**src/rtl/pdm_cic_decimator.sv**
```systemverilog
// pdm_cic_decimator: 1-bit PDM to 16-bit signed PCM, 4th-order CIC, decimate by DECIM.
// Optional macro PDM_DC_BLOCK_EN adds a first-order DC-blocking high-pass after
// saturation, one extra cycle of latency.
module pdm_cic_decimator #(
  parameter int DECIM = 32,
  parameter int OUT_W = 16
) (
  input  logic             clk,
  input  logic             reset,
  input  logic             pdm_in,
  output logic [OUT_W-1:0] pcm_out,
  output logic             audio_valid
);
  localparam int L  = $clog2(DECIM);
  localparam int W  = 2 + 4 * L;
  localparam int SH = W - 1 - OUT_W;
  localparam int N  = 4;
`ifdef PDM_DC_BLOCK_EN
  localparam int STAGES = 1;
`else
  localparam int STAGES = 0;
`endif

  logic                pdm_q;
  logic [W-1:0]        x_in;
  logic [N-1:0][W-1:0] integ_q, integ_d;
  logic [N-1:0][W-1:0] dly_q;
  logic [N:0][W-1:0]   cmb;
  logic [L-1:0]        cnt_q;
  logic [2:0]          warm_q, warm_d;
  logic                strobe, emit;
  logic signed [W-1:0] shifted;
  logic [OUT_W-1:0]    sat, pcm_q;
  logic [STAGES:0]     vld_pipe_q;

  // Bit 1 -> +1, bit 0 -> -1, sign-extended to the internal width.
  assign x_in   = pdm_q ? {{(W-1){1'b0}}, 1'b1} : {W{1'b1}};
  assign strobe = (cnt_q == L'(DECIM - 1));
  assign emit   = strobe && (warm_q == 3'd4);

  // Integrator cascade; modular arithmetic, wrap-around is expected.
  always_comb begin
    integ_d    = integ_q;
    integ_d[0] = integ_q[0] + x_in;
    for (int i = 1; i < N; i++) integ_d[i] = integ_q[i] + integ_q[i-1];
  end

  // Comb cascade, differential delay 1, fed from the last integrator register.
  always_comb begin
    cmb    = '0;
    cmb[0] = integ_q[N-1];
    for (int i = 0; i < N; i++) cmb[i+1] = cmb[i] - dly_q[i];
  end

  assign shifted = $signed(cmb[N]) >>> SH;

  // Clip the scaled comb output to the signed OUT_W range.
  always_comb begin
    sat = shifted[OUT_W-1:0];
    if (shifted[W-1:OUT_W-1] != '0 && shifted[W-1:OUT_W-1] != '1)
      sat = shifted[W-1] ? {1'b1, {(OUT_W-1){1'b0}}} : {1'b0, {(OUT_W-1){1'b1}}};
  end

  // Count strobes until the comb transient has flushed, then hold at 4.
  always_comb begin
    warm_d = warm_q;
    if (strobe && warm_q != 3'd4) warm_d = warm_q + 3'd1;
  end

  // Per-cycle state: input flop, integrators, decimation counter, warm-up.
  always_ff @(posedge clk) begin
    if (reset) begin
      pdm_q   <= 1'b0;
      integ_q <= '0;
      cnt_q   <= '0;
      warm_q  <= '0;
    end else begin
      pdm_q   <= pdm_in;
      integ_q <= integ_d;
      cnt_q   <= cnt_q + L'(1);
      warm_q  <= warm_d;
    end
  end

  // Comb delay registers and CIC output register load on the strobe only.
  always_ff @(posedge clk) begin
    if (reset) begin
      dly_q <= '0;
      pcm_q <= '0;
    end else begin
      if (strobe) dly_q <= cmb[N-1:0];
      if (emit)   pcm_q <= sat;
    end
  end

  // Valid shift register; one stage per registered output stage.
  always_ff @(posedge clk) begin
    if (reset) begin
      vld_pipe_q <= '0;
    end else begin
      vld_pipe_q[0] <= emit;
      for (int i = 1; i <= STAGES; i++) vld_pipe_q[i] <= vld_pipe_q[i-1];
    end
  end

  assign audio_valid = vld_pipe_q[STAGES];

`ifdef PDM_DC_BLOCK_EN
  logic signed [OUT_W+1:0] x_ext, xp_ext, yp_ext, dc_sum;
  logic [OUT_W-1:0]        xp_q, yp_q, dc_q, dc_sat;

  assign x_ext  = {{2{pcm_q[OUT_W-1]}}, pcm_q};
  assign xp_ext = {{2{xp_q[OUT_W-1]}}, xp_q};
  assign yp_ext = {{2{yp_q[OUT_W-1]}}, yp_q};

  // y = x - x_prev + y_prev - (y_prev >>> 8), 18-bit sum clipped to OUT_W.
  always_comb begin
    dc_sum = x_ext - xp_ext + yp_ext - (yp_ext >>> 8);
    dc_sat = dc_sum[OUT_W-1:0];
    if (dc_sum[OUT_W+1:OUT_W-1] != 3'b000 && dc_sum[OUT_W+1:OUT_W-1] != 3'b111)
      dc_sat = dc_sum[OUT_W+1] ? {1'b1, {(OUT_W-1){1'b0}}} : {1'b0, {(OUT_W-1){1'b1}}};
  end

  // Filter history advances only on emitted CIC samples.
  always_ff @(posedge clk) begin
    if (reset) begin
      xp_q <= '0;
      yp_q <= '0;
      dc_q <= '0;
    end else if (vld_pipe_q[0]) begin
      xp_q <= pcm_q;
      yp_q <= dc_sat;
      dc_q <= dc_sat;
    end
  end

  assign pcm_out = dc_q;
`else
  assign pcm_out = pcm_q;
`endif

endmodule

```
**config.mk**
```make
export PLATFORM = sky130hd
export DESIGN_NAME = pdm_cic_decimator
export DESIGN_NICKNAME = d
export VERILOG_FILES = /design/src/rtl/pdm_cic_decimator.sv
export SDC_FILE = /design/constraint.sdc
export NUM_CORES = 1
export LEC_CHECK = 0
export BUFFER_PORTS_ARGS = -buffer_cell sky130_fd_sc_hd__buf_2
export CAP_MARGIN = 20
export CORE_MARGIN = 10
export CORE_UTILIZATION = 50
export DETAILED_ROUTE_END_ITERATION = 7
export PLACE_DENSITY = 0.76
export SETUP_SLACK_MARGIN = 0.02
export SKIP_LAST_GASP = 1
export SYNTH_ARGS = -nofsm -noshare
export SYNTH_HDL_FRONTEND = slang
export SYNTH_SLANG_ARGS = --single-unit
```
**constraint.sdc**
```tcl
create_clock -name clk -period 8.8 [get_ports clk]
set_input_delay 1.76 -clock clk [delete_from_list [all_inputs] [get_ports clk]]
set_output_delay 1.76 -clock clk [all_outputs]
set_load 0.03 [all_outputs]
```
-- Yosys cells after proc, flatten, opt, wreduce, memory -nomap -nowiden
Cells that the tools add are included.
- register bits after elaboration: 202
- output and inout bits: 17
- eq/ne operators: 4
- muxes and demuxes: 3
- add/sub/neg operators: 10
- reduce and logical (&&, ||, !) cells: 4
- operators with widths (cell ; count):
    $add 22x22->22 ; 4
    $sub 22x22->22 ; 4
    $mux 16 ; 2
    $mux 22 ; 1
    $ne 7x7->1 const B ; 1
    $reduce_bool 7->1 ; 1
    $add 5x1->5 const B ; 1
    $eq 5x5->1 const B ; 1
    $add 3x1->3 const B ; 1
    $eq 3x3->1 const B ; 1
    $logic_and 1x1->1 ; 3
    $ne 3x3->1 const B ; 1

-- Logic depth before layout (Yosys ltp)
Gate-level depths: netlist of run 1.
- depth in word-level cells: 7
- depth in mapped cells: 39

-- Worst setup path before layout of run 1
OpenSTA, ideal clock, no wires.
- path type: flip-flop to flip-flop
- start: register integ_q (netlist bit cmb[0])
- end: register pcm_q[0], in the netlist pcm_out[0]
- cell stages (with the launch flop): 37
- arrival time: 6.805 ns
- setup slack: 1.926 ns
- period minus slack after synthesis: 6.874 ns
- path through: dfxtp_1 > inv_1 > ha_1 > inv_1 > fa_1 > a21o_1 > a21oi_1 > o21bai_1 > a21oi_1 > o21a_1 > inv_1 > a21oi_1 > xnor2_1 > ha_1 > o21a_1 > o21ai_0 > nand2_1 > o221a_2 > a21oi_1 > xnor2_1 > ha_1 > a21o_1 > a21oi_1 > o22ai_1 > a311oi_2 > xnor2_1 > ha_1 > nand3_1 > nor4_1 > o211ai_1 > a21oi_1 > nand3b_1 > o211ai_1 > xor3_2 > buf_6 > maj3_2 > a21oi_1
- RTL lines (what ; RTL line ; RTL):
    start, declared ; 26 ; logic [N-1:0][W-1:0] integ_q, integ_d;
    start signal, assigned ; 79 ; integ_q <= integ_d;
    end signal, assigned ; 92 ; if (emit) pcm_q <= sat;
    end, declared ; 33 ; logic [OUT_W-1:0] sat, pcm_q;

==> results.yml, run 1 <==
worst_hold_path:
  hold_start: "cnt_q[0]$_SDFF_PP0_"
  worstHoldPathType: "reg2reg"
  hold_depth: 1
  whs_endpoint: "cnt_q[0]$_SDFF_PP0_"
timing:
  slew_viol_final: 0
  period_needed_ns: 7.711
  hold_viol_final: 0
  tightest_slew_ns: 0.8784
  setup_violations: 0
  worst_clock_skew_ns: 0.01348
  finalSetupTns_ns: 0
  period_share_pct: 87.62
  rsz0062_at_grt: "no"
  relSlewSlack_pct: 41.44
  max_freq_mhz: 129.7
detailed_routing:
  dr.pass1.iters: 5
  drtAntennaViolNets: 0
  routed_wirelength_mm: 26.15
  routedWlPerCell_microns: 13.16
  drc: 0
  num_vias: 10880
  dr.first_iter.drc_count: 545
  drt-vias-per-instance: 5.477
finish:
  area_delta_synth_final_pct: 8.525
  fillCellCount: 2394
  antenna_cells: 0
  drive_above_1_share_pct: 5.043
  final_common_cell: "nor2_1"
  finalNetCount: 1813
  final_cell_mix: "218 x nor2_1, 202 x dfxtp_1, 169 x ha_1"
clock_tree:
  cts_tree: "done"
  cts_resized: 0
  htreeDepth: 1
  path_clk_slew_ns: 0.06
  post_cts_buffers: 0
  cts.sinks: 202
  cts_made_buffers: 22
  cts_hold_buf: 0
  clk_path_buf_depth: 3
  clockRootBuffer: "clkbuf_16"
  clk_latency_ns: 0.51
global_routing:
  antenna_found_initial: 0
  grt_max_degree: 107
  grtUsageTotal_pct: 15.38
  grt_pass1_vias: 10480
  grt-ovfl-total: 0
  grt_pass1_wl_mm: 46.12
floorplanning:
  dieWidth_microns: 185.9
  rows: 60
  io_pins: 20
  dieArea_sq_um: 34540
  core-area_sq_um: 27030
  start_util_pct: 50.89
  die_y_microns: 185.9
synth:
  seq_area_frac_synth_pct: 29.40
  synth_fp_nets: 1802
  yosys_warnings: 0
  post-synth-top-area-fraction_pct: 29.40
  ys.flop_type: "dfxtp_1"
  ys_types: 74
  ys_ff_latch: 202
  synthArstFlopShare_pct: 0
  yosysTopAreaCell: "dfxtp_1"
  avgSynthCellArea_sq_um: 8.479
  synth-edff-count: 0
  synth_area_leaders: "dfxtp_1 29%, ha_1 15%, mux2i_1 6.0%"
  syn_area_sq_um: 13750
  synth_cells: 1622
job:
  cap_violations: 0
setup_path:
  crit_type: "reg2reg"
  max_stage_delay_ns: 0.63
  r2r_start: "cmb[0]$_SDFF_PP0_"
  critPathMaxFanout: 17
  arrival_ns: 8.16
  reg2reg_setup_slack_ns: 1.09
  slowest_stage: "xor3_2"
  reg2reg_depth: 33
  worst_ep_required_time_ns: 9.25
  critPathCaptureType: "flip-flop"
  r2r-end: "pcm_out[5]$_SDFFE_PP0P_"
  start_kind: "flip-flop"
status:
  status: "finished clean"
placed_design:
  dp_hpwl_mm: 19.44
  gp_congestion: 0.8430
  port_buffers: 19
## worst max path at each step
stage	slack, ns	from	to	cells past startpoint
floorplan	1.93	cmb[0]$_SDFF_PP0_	pcm_out[0]$_SDFFE_PP0P_	36
global placement	1.32	cmb[0]$_SDFF_PP0_	pcm_out[4]$_SDFFE_PP0P_	35
detailed placement	1.13	cmb[0]$_SDFF_PP0_	pcm_out[5]$_SDFFE_PP0P_	35
CTS	1.11	cmb[0]$_SDFF_PP0_	pcm_out[5]$_SDFFE_PP0P_	35
global route	0.42	cmb[0]$_SDFF_PP0_	pcm_out[11]$_SDFFE_PP0P_	33
finish	1.09	cmb[0]$_SDFF_PP0_	pcm_out[5]$_SDFFE_PP0P_	33
## final cells by class
type	instances	area (sq um)	share of cell area, %
clock buffer	35	680.7	4.560
clock inverter	2	60.06	0.4024
inverter	136	510.5	3.420
multi-input combinational	1247	9065	60.73
sequential	202	4044	27.09
tap	341	426.7	2.859
timing repair buffer	24	138.9	0.9305
## kinds of logic (layout without fill, tap and decap cells)
family                   after synthesis  count (layout)  synth area share (%)
AO/OA/AOI/OAI                        403             403                 19.35
adder cells (fa/ha/maj)              185             185                 17.10
multiplexers                          82              82                 5.968
buffers and inverters                173             197                 4.776
AND/OR/NAND/NOR                      450             450                 15.08
flip-flops                           202             202                 29.40
XOR/XNOR                             127             127                 8.315
## Yosys cell counts, types with 6 or more instances
| master | instances |
|---|---|
| o211ai_1 | 8 |
| o21bai_1 | 25 |
| nand2_1 | 63 |
| nor4_1 | 9 |
| a221o_1 | 6 |
| and3_1 | 16 |
| nor3b_1 | 7 |
| nor2_1 | 218 |
| xor2_1 | 44 |
| nor3_1 | 31 |
| clkbuf_1 | 28 |
| and2_1 | 7 |
| inv_1 | 136 |
| dfxtp_1 | 202 |
| a21o_1 | 47 |
| o31ai_1 | 11 |
| nand2b_1 | 9 |
| o21ai_0 | 68 |
| nand3_1 | 31 |
| or2_2 | 7 |
| nand4_1 | 7 |
| fa_1 | 7 |
| a31oi_1 | 12 |
| buf_1 | 8 |
| a21oi_1 | 119 |
| o21a_1 | 28 |
| ha_1 | 170 |
| mux2i_1 | 82 |
| or3_1 | 9 |
| xnor2_1 | 80 |
| nor2b_1 | 22 |
| a211oi_1 | 23 |
| o31a_1 | 6 |
## flip-flops by register name, summed over array words and instances (netlist names)
| name | count |
|---|---|
| integ_q | 66 |
| dly_q | 88 |
| warm_q | 3 |
| pcm_out | 16 |
| cnt_q | 5 |
| audio_valid | 1 |
| pdm_q | 1 |
| cmb | 22 |
## metrics by stage
stage,hold slack [ns],setup slack (ns),cells,utilization (%),cell area [sq um]
after floorplan,0.4176,1.926,1622,-,13750
after global placement,0.4304,1.324,1950,52.49,14180
after detailed placement,0.4404,1.129,1950,52.49,14180
after CTS,0.4488,1.105,1987,55.23,14930
after global routing,0.4700,0.4250,1987,55.23,14930
final,0.4435,1.089,1987,55.23,14930
## routing by layer
metal | vias to the layer above | share of wire (%) | GRT usage, %
met1 | 4959 | 47 | 19.00
met4 | 0 | 3.3 | 5.385
met2 | 124 | 47 | 26.80
li1 | 5752 | - | -
met5 | - | 0 | 0
met3 | 48 | 2.4 | 2.047
## worst max-delay path, delay by kind of cell, from the launching register on
family | cells | cell delay, ns
buffers and inverters | 2 | 0.11
and+or+nand+nor | 7 | 1.46
DFF | 1 | 0.33
xor gates and xnor gates | 4 | 1.14
AOI/OAI and AO/OA | 15 | 3.11
adders and majority gates | 5 | 1.50
Power of run 1 is left out: the tool's default activity adds up to more than one toggle a clock period on the data nets, which glitch-free logic cannot reach.
==> run 2, diff against run 1 <==
--- a/config.mk
+++ b/config.mk
@@ -5,6 +5,7 @@
 export SDC_FILE = /design/constraint.sdc
 export NUM_CORES = 1
 export LEC_CHECK = 0
+export ABC_AREA = 1
 export BUFFER_PORTS_ARGS = -buffer_cell sky130_fd_sc_hd__buf_2
 export CAP_MARGIN = 20
 export CORE_MARGIN = 10
==> run 2 against run 1 <==
Against the previous run:
- critical path depth increased by 7
- die area decreased by 0.56%
- fmax increased by 12%
- synthesized cell count increased by 15%
- cell area decreased by 0.34%
- sequential share of layout area increased by 0.091 points
- largest cell class unchanged
- worst setup slack improved by 0.85 ns
==> results.yml, run 2 <==
status:
  status: "finished clean"
placed_design:
  port_buffers: 19
  dp_hpwl_mm: 21.49
  gp_congestion: 0.9067
finish:
  finalNetCount: 2050
  top_register: "dly_q"
  final_common_cell: "a21oi_1"
  drive_above_1_share_pct: 5.352
  area_delta_synth_final_pct: 8.844
  largest_reg_flops: 88
  antenna_cells: 0
  final_cell_mix: "328 x a21oi_1, 284 x inv_1, 241 x nand2_1"
clock_tree:
  clockRootBuffer: "clkbuf_16"
  cts_resized: 0
  htreeDepth: 1
  post_cts_buffers: 0
  cts_made_buffers: 24
  cts_hold_buf: 0
  clk_path_buf_depth: 3
  path_clk_slew_ns: 0.06
  cts.sinks: 202
  clk_latency_ns: 0.54
  cts_tree: "done"
timing:
  setup_violations: 0
  tightest_slew_ns: 0.9064
  slew_viol_final: 0
  relSlewSlack_pct: 39.57
  max_freq_mhz: 145.7
  finalSetupTns_ns: 0
  hold_viol_final: 0
  period_needed_ns: 6.864
  worst_clock_skew_ns: 0.01895
  rsz0062_at_grt: "no"
  period_share_pct: 77.99
floorplanning:
  die_y_microns: 185.3
  core-area_sq_um: 26950
  start_util_pct: 50.71
  dieArea_sq_um: 34350
  io_pins: 20
  rows: 60
  dieWidth_microns: 185.3
setup_path:
  reg2reg_depth: 40
  r2r-end: "pcm_out[2]$_SDFFE_PP0P_"
  arrival_ns: 7.32
  critPathMaxFanout: 14
  slowest_stage: "fa_1"
  start_kind: "flip-flop"
  r2r_start: "cmb[0]$_SDFF_PP0_"
  critPathCaptureType: "flip-flop"
  worst_ep_required_time_ns: 9.25
  cp_common_cell: "nand2_1"
  crit_type: "reg2reg"
  reg2reg_setup_slack_ns: 1.94
  max_stage_delay_ns: 0.38
detailed_routing:
  routedWlPerCell_microns: 13.00
  drc: 0
  dr.pass1.iters: 5
  drt-vias-per-instance: 5.386
  num_vias: 12000
  dr.first_iter.drc_count: 627
  drtAntennaViolNets: 0
  routed_wirelength_mm: 28.96
synth:
  synth-edff-count: 0
  yosys_warnings: 0
  avgSynthCellArea_sq_um: 7.332
  yosysTopAreaCell: "dfxtp_1"
  seq_area_frac_synth_pct: 29.59
  synth_cells: 1864
  synthArstFlopShare_pct: 0
  synth_commonest_cells: "328 x a21oi_1, 285 x inv_1, 241 x nand2_1"
  ys_ff_latch: 202
  ys_types: 42
  ys.flop_type: "dfxtp_1"
  synth_area_leaders: "dfxtp_1 30%, ha_1 16%, a21oi_1 12%"
  synth_fp_nets: 2044
  syn_area_sq_um: 13670
  post-synth-top-area-fraction_pct: 29.59
  synth_most_common_cell: "a21oi_1"
job:
  cap_violations: 0
global_routing:
  grt_pass1_wl_mm: 51.00
  grt-ovfl-total: 0
  grt_pass1_vias: 11680
  antenna_found_initial: 0
  grt_max_degree: 84
  grtUsageTotal_pct: 17.13
worst_hold_path:
  whs_endpoint: "dly_q[15]$_SDFFE_PP0P_"
  hold_start: "dly_q[15]$_SDFFE_PP0P_"
  worstHoldPathType: "reg2reg"
  hold_depth: 2
==> run 2: cell types whose count changed in the layout (fill, tap and decap cells not counted), sizes merged, moves of 82 or more <==
cell	before	now
a21oi	119	340
inv	136	287
mux2i	82	0
nand2	63	252
nor2	218	91
o21ai	71	223
==> run 2: metrics by stage <==
stage	setup slack, ns	hold slack [ns]	utilization [%]	area (sq um)	instances
floorplan	2.969	0.4176	-	13670	1864
global placement	2.253	0.4324	52.10	14040	2185
detailed placement	1.994	0.4566	52.10	14040	2185
CTS	1.960	0.4653	55.20	14880	2228
global route	1.110	0.4871	55.20	14880	2228
finish	1.936	0.4647	55.20	14880	2228
==> run 2: cell type report <==
cell class	instances	area [sq um]
Clock inverter	7	117.6
Sequential cell	202	4044
Inverter	287	1082
Timing Repair Buffer	24	135.1
Fill cell	2491	12080
Multi-Input combinational cell	1331	8354
Clock buffer	36	715.7
Tap cell	341	426.7
==> run 2: logic make-up (layout without fill, tap and decap cells) <==
family / after synthesis / in the layout / synth area share (%)
compound gates: 653 / 653 / 26.30
simple gates: 424 / 424 / 13.30
buf+inv: 331 / 354 / 9.283
flops: 202 / 202 / 29.59
fa+ha+maj: 177 / 177 / 16.59
xor+xnor: 77 / 77 / 4.935
==> run 2: critical path: cells and delay by family (launching register included) <==
kind                       cells  cell delay [ns]
and+or+nand+nor               15             1.77
xor gates and xnor gates       3             0.59
AOI/OAI and AO/OA             11             2.10
buffers and inverters          6             0.43
adders and majority gates      5             1.57
DFF                            1             0.31
==> run 2: per-layer routing <==
layer	wire length [microns]	track usage, %	share of wire (%)
met5	0	0	0
met4	825	5.364	2.8
met2	13890	30.50	48
met3	872	2.116	3.0
met1	13370	20.88	46
==> run 2: worst max path at each step <==
| stage | startpoint | to | slack (ns) | depth (start not counted) |
|---|---|---|---|---|
| finish | cmb[0]$_SDFF_PP0_ | pcm_out[2]$_SDFFE_PP0P_ | 1.94 | 40 |
| global route | cmb[0]$_SDFF_PP0_ | pcm_out[2]$_SDFFE_PP0P_ | 1.11 | 43 |
| CTS | cmb[0]$_SDFF_PP0_ | pcm_out[2]$_SDFFE_PP0P_ | 1.96 | 40 |
| detailed placement | cmb[0]$_SDFF_PP0_ | pcm_out[2]$_SDFFE_PP0P_ | 1.99 | 40 |
| global placement | cmb[0]$_SDFF_PP0_ | pcm_out[2]$_SDFFE_PP0P_ | 2.25 | 40 |
| floorplan | cmb[0]$_SDFF_PP0_ | pcm_out[10]$_SDFFE_PP0P_ | 2.97 | 43 |
Power of run 2 is left out for the same reason.
